## src/rtl/pipelined_adder_slice.sv

```systemverilog
// ---------------------------------------------------------------------------
// adder_slice
//   Purely combinational CHUNK-bit adder used as one carry-pipeline stage of
//   pipelined_adder. All registers live in the parent.
//
// Ports:
//   x, y  [CHUNK-1:0]  chunk operands
//   ci                 carry into the chunk
//   s     [CHUNK-1:0]  chunk sum
//   co                 carry out of the chunk's top bit
// ---------------------------------------------------------------------------
module adder_slice #(
    parameter int CHUNK = 4
) (
    input  logic [CHUNK-1:0] x,
    input  logic [CHUNK-1:0] y,
    input  logic             ci,
    output logic [CHUNK-1:0] s,
    output logic             co
);

    // Widen by one bit so the carry falls out of the top of the sum.
    assign {co, s} = {1'b0, x} + {1'b0, y} + {{CHUNK{1'b0}}, ci};

endmodule

```

## src/rtl/pipelined_adder.sv

```systemverilog
// ---------------------------------------------------------------------------
// pipelined_adder
//   WIDTH-bit adder/subtractor split into STAGES equal chunks. Stage i adds
//   chunk i and registers its carry for stage i+1. Operands for the higher
//   chunks travel down the pipe beside the carry (skew), and finished low
//   chunks travel down beside them (de-skew), so one complete result per
//   enabled cycle is in flight. Latency is STAGES enabled cycles.
//
// Ports:
//   clk        rising-edge clock
//   reset      synchronous, active-high; clears all state regardless of ce
//   ce         clock enable; 0 freezes every register
//   in_valid   operands valid this cycle
//   sub        0 = a + b + cin, 1 = a - b - cin
//   a, b       WIDTH-bit operands
//   cin        carry-in (add) / borrow-in (subtract)
//   out_valid  registered result valid
//   sum        registered WIDTH-bit result
//   cout       carry out of bit WIDTH-1 (subtract: 1 = no borrow)
//   overflow   two's-complement overflow of the result
// ---------------------------------------------------------------------------
module pipelined_adder #(
    parameter int WIDTH  = 16,
    parameter int STAGES = 4
) (
    input  logic             clk,
    input  logic             reset,
    input  logic             ce,
    input  logic             in_valid,
    input  logic             sub,
    input  logic [WIDTH-1:0] a,
    input  logic [WIDTH-1:0] b,
    input  logic             cin,
    output logic             out_valid,
    output logic [WIDTH-1:0] sum,
    output logic             cout,
    output logic             overflow
);

    localparam int CHUNK = WIDTH / STAGES;
    localparam logic [WIDTH-1:0] CHUNK_MASK = WIDTH'({CHUNK{1'b1}});

    if ((STAGES < 1) || (STAGES > WIDTH) || ((WIDTH % STAGES) != 0)) begin : g_bad_params
        $error("pipelined_adder: WIDTH must be a multiple of STAGES, 1 <= STAGES <= WIDTH");
    end

    // Subtraction is a + ~b + 1; the borrow-in flips the injected carry.
    logic [WIDTH-1:0] bx;
    logic             c0;

    assign bx = b ^ {WIDTH{sub}};
    assign c0 = cin ^ sub;

    // Per-stage pipeline registers. Element i is written by stage i.
    logic             v_r [STAGES];   // slot valid tag
    logic             c_r [STAGES];   // carry out of chunk i
    logic [WIDTH-1:0] a_r [STAGES];   // skewed operand a
    logic [WIDTH-1:0] b_r [STAGES];   // skewed operand bx
    logic [WIDTH-1:0] s_r [STAGES];   // partial sum, chunks 0..i complete
    logic             ovf_r;

    // Per-stage inputs: stage 0 sees the ports, stage i sees register i-1.
    logic             op_v [STAGES];
    logic             op_c [STAGES];
    logic [WIDTH-1:0] op_a [STAGES];
    logic [WIDTH-1:0] op_b [STAGES];
    logic [WIDTH-1:0] op_s [STAGES];

    logic [CHUNK-1:0] sl_s   [STAGES];
    logic             sl_co  [STAGES];
    logic [WIDTH-1:0] sl_ext [STAGES];
    logic [WIDTH-1:0] nxt_s  [STAGES];
    logic             ovf_nxt;

    for (genvar i = 0; i < STAGES; i++) begin : g_stage
        if (i == 0) begin : g_first
            assign op_v[i] = in_valid;
            assign op_c[i] = c0;
            assign op_a[i] = a;
            assign op_b[i] = bx;
            assign op_s[i] = '0;
        end else begin : g_next
            assign op_v[i] = v_r[i-1];
            assign op_c[i] = c_r[i-1];
            assign op_a[i] = a_r[i-1];
            assign op_b[i] = b_r[i-1];
            assign op_s[i] = s_r[i-1];
        end

        adder_slice #(
            .CHUNK (CHUNK)
        ) u_slice (
            .x  (op_a[i][i*CHUNK +: CHUNK]),
            .y  (op_b[i][i*CHUNK +: CHUNK]),
            .ci (op_c[i]),
            .s  (sl_s[i]),
            .co (sl_co[i])
        );

        // Drop this stage's chunk into its place in the travelling sum.
        assign sl_ext[i] = WIDTH'(sl_s[i]);
        assign nxt_s[i]  = (op_s[i] & ~(CHUNK_MASK << (i*CHUNK)))
                         | (sl_ext[i] << (i*CHUNK));
    end

    // The last stage produces the sign bit of the result, so overflow is
    // resolved there from the delayed operand sign bits.
    assign ovf_nxt = (op_a[STAGES-1][WIDTH-1] == op_b[STAGES-1][WIDTH-1])
                  && (sl_s[STAGES-1][CHUNK-1] != op_a[STAGES-1][WIDTH-1]);

    // NOTE: every register here uses <= so all stages shift together on one
    // edge; a blocking write would let stage i see stage i-1's new value.
    always_ff @(posedge clk) begin
        if (reset) begin
            // NOTE: data registers are cleared too, not just valid bits, so
            // sum/cout/overflow read 0 straight after reset.
            for (int i = 0; i < STAGES; i++) begin
                v_r[i] <= 1'b0;
                c_r[i] <= 1'b0;
                a_r[i] <= '0;
                b_r[i] <= '0;
                s_r[i] <= '0;
            end
            ovf_r <= 1'b0;
        end else if (ce) begin
            for (int i = 0; i < STAGES; i++) begin
                v_r[i] <= op_v[i];
                c_r[i] <= sl_co[i];
                a_r[i] <= op_a[i];
                b_r[i] <= op_b[i];
                s_r[i] <= nxt_s[i];
            end
            ovf_r <= ovf_nxt;
        end
    end

    assign out_valid = v_r[STAGES-1];
    assign sum       = s_r[STAGES-1];
    assign cout      = c_r[STAGES-1];
    assign overflow  = ovf_r;

endmodule

```

## config.mk

```make
export PLATFORM = sky130hd
export DESIGN_NAME = pipelined_adder
export DESIGN_NICKNAME = d
export VERILOG_FILES = /design/src/rtl/pipelined_adder_slice.sv /design/src/rtl/pipelined_adder.sv
export SDC_FILE = /design/constraint.sdc
export NUM_CORES = 1
export LEC_CHECK = 0
export ABC_AREA = 0
export CAP_MARGIN = 10
export CORE_AREA = 2 2 100 92
export CTS_CLUSTER_SIZE = 16
export DETAILED_ROUTE_END_ITERATION = 7
export DIE_AREA = 0 0 102 94
export PLACE_DENSITY = 0.73
export SYNTH_ARGS = -nofsm -noshare
export SYNTH_HDL_FRONTEND = slang
export SYNTH_SLANG_ARGS = --single-unit
```

## constraint.sdc

```tcl
create_clock -name clk -period 4.3 [get_ports clk]
set_input_delay 1.29 -clock clk [delete_from_list [all_inputs] [get_ports clk]]
set_output_delay 1.29 -clock clk [all_outputs]
set_load 0.02 [all_outputs]
```

==> metrics.yaml <==
logic_synthesis:
  netlist_instances: 286
  synth_cell_types: 27
  synth_most_common_cell: "edfxtp_1"
  yosys_warnings: 0
  yosys.area.top_type_share: 0.6782
  synth_edf_count: 96
  yosysSeqAreaShare: 0.6830
  synthTopCellsByCount: "edfxtp_1, and2_1, nor2_1, xnor2_1, ha_1"
  synth_seq_cells: 97
  synth_top_cell_by_area: "edfxtp_1"
  synthFlopType: "edfxtp_1"
  synth-async-reset-ratio: 0
  synth.area.top_cells: "edfxtp_1, and2_1, fa_1, ha_1, xnor2_1"
  avgSynthCellArea_um2: 14.86
  syn_area_um2: 4250
  syn-num-nets: 344
sta:
  slew_violations: 0
  worst_slew_pin_slew_ns: 0.5510
  fin_tns_setup_ns: 0
  fin_crit_ns: 3.150
  period_share: 0.7325
  final-hold-violation-count: 0
  max_freq_ghz: 0.3175
  fin_ws_ns: 1.150
  relSlewSlack: 0.6327
  rsz0062_at_grt: "false"
  setup_viol: 0
  holdWs_ns: 0.5192
  finClkSkew_ns: 0.008009
detailed_routing:
  vias: 2201
  avgRoutedWirePerCell_um: 12.55
  drc: 0
  drtPass1Iterations: 5
  ant_nets: 0
  drt_iter0_drc: 87
  routed_via_density: 4.693
  routed_wl_mm: 5.884
global_routing:
  grt_util_all_layers: 0.1320
  grt_pass1_wl_mm: 9.356
  grt_max_degree: 70
  grt-ovfl-total: 0
  grt_pass1_vias: 2152
  antenna_found_initial: 0
placed_design:
  gp_congestion: 0.7311
  hpwl_mm: 3.749
  numPortBuffers: 56
  pre_cts_ws_ns: 0.7719
  place_inst: 453
  placed_cell_area_um2: 4922
clock_tree:
  cts_root_buffer: "clkbuf_8"
  postCtsHoldBufs: 0
  h-tree-depth: 3
  cts-buffers-inserted: 9
  cts.clk_slew.worst_paths_ns: 0.08
  cts.sinks: 97
  cts.path.max_buffers: 2
  clk_latency_ns: 0.35
  ctsResizeCount: 0
  cts_tree: "built"
  cts_setup_buffers: 0
setup_path:
  path_class: "input pin to flip-flop"
  endpoint_kind: "flip-flop"
  cp.arrival_ns: 3.25
  path_max_fanout: 3
  cp-start-kind: "input pin"
  required_ns: 4.40
floorplanning:
  die-area_um2: 9588
  coreArea_um2: 8488
  io_pins: 57
  std_cell_rows: 32
  start_util: 0.5007
  dieHeight_um: 94
  die_width_um: 102
final_layout:
  n_antenna_cell: 0
  drive_gt1_frac: 0.05429
  final_cell_area_um2: 5155
  final_nets: 403
  nFillCells: 684
  stdcell_count: 469
  final_core_util: 0.6073
  syn2layout_area_growth_pct: 21.28
power_and_ir_drop:
  peakVddDrop_v: 0.0002151
  total_power_mw: 2.040
  powerDensity_nw_per_um2: 395.8
  power_leakage_nw: 1.996
job:
  max-cap-violations: 0
worst_hold_path:
  hold_class: "flip-flop to flip-flop"
status:
  status: "complete, no violations"
==> flip-flops by register name, indices dropped and copies added (netlist names) <==
signal,count
s_r,40
overflow,1
a_r,24
c_r,4
b_r,24
v_r,4
==> path summary, 6_finish.rpt <==
| path | slack (ns) | start | end | depth (start not counted) |
|---|---|---|---|---|
| max | 1.15 | sub | c_r[0] | 7 |
| min | 0.52 | b_r[0][14] | b_r[0][30] | 1 |
| max reg2reg | 2.35 | c_r[1] | c_r[2] | 5 |
| min reg2reg | 0.52 | b_r[0][14] | b_r[0][30] | 1 |
==> final cells by class <==
class                   count  area (um^2)  share of cell area
repair buffers             60        603.1              0.1170
multi-input cells         167         1230              0.2386
clock inverters             7        108.9             0.02112
clock buffers               9        123.9             0.02403
inverters                  10        37.54            0.007282
flip-flops and latches     97         2903              0.5631
well taps                 119        148.9             0.02888
==> placed cells by master, fill, tap and decap left out <==
cell	instances
nand4b_1	1
clkinv_1	3
clkdlybuf4s50_1	56
edfxtp_1	96
o221ai_1	1
nor2b_4	1
nand3_1	1
a21oi_1	7
o21ai_0	1
inv_1	10
clkbuf_8	9
nand2b_1	2
xnor2_1	16
bufinv_16	3
buf_4	3
a21o_1	5
ha_1	12
dfxtp_1	1
nand2_1	1
o21a_1	2
and2_1	69
buf_12	1
nor2_1	25
or2_4	1
xor2_1	7
o21ai_1	1
fa_1	8
nor3_1	3
clkinvlp_4	1
nor2b_1	3
==> worst max-delay path: stages <==
cell and delay (ns):
clkdlybuf4s50_1 0.47, xor2_1 0.21, fa_1 0.45, fa_1 0.44, a21o_1 0.20, a21oi_1 0.14
nor2_1 0.05
==> report_power, final <==
part | total, mW | internal, mW | switching (mW)
combinational | 0.224 | 0.115 | 0.109
sequential | 1.14 | 1.12 | 0.0184
clock | 0.680 | 0.381 | 0.300
total | 2.04 | 1.61 | 0.427
==> metal layers <==
metal,vias to the layer above,GRT usage,wire [um]
met3,9,0.03571,285
met1,1052,0.1383,2430
li1,1092,-,-
met5,-,0,0
met2,48,0.2357,3039
met4,0,0.07667,128
==> logic make-up after synthesis <==
kind of cell,after synthesis,synth area share
AND/OR/NAND/NOR,107,0.1434
AO/OA/AOI/OAI,17,0.02502
buffers and inverters,22,0.02826
flip-flops,97,0.6830
XOR/XNOR,23,0.04739
adder cells (fa/ha/maj),20,0.07300
Power figures use the tool's default switching activity.
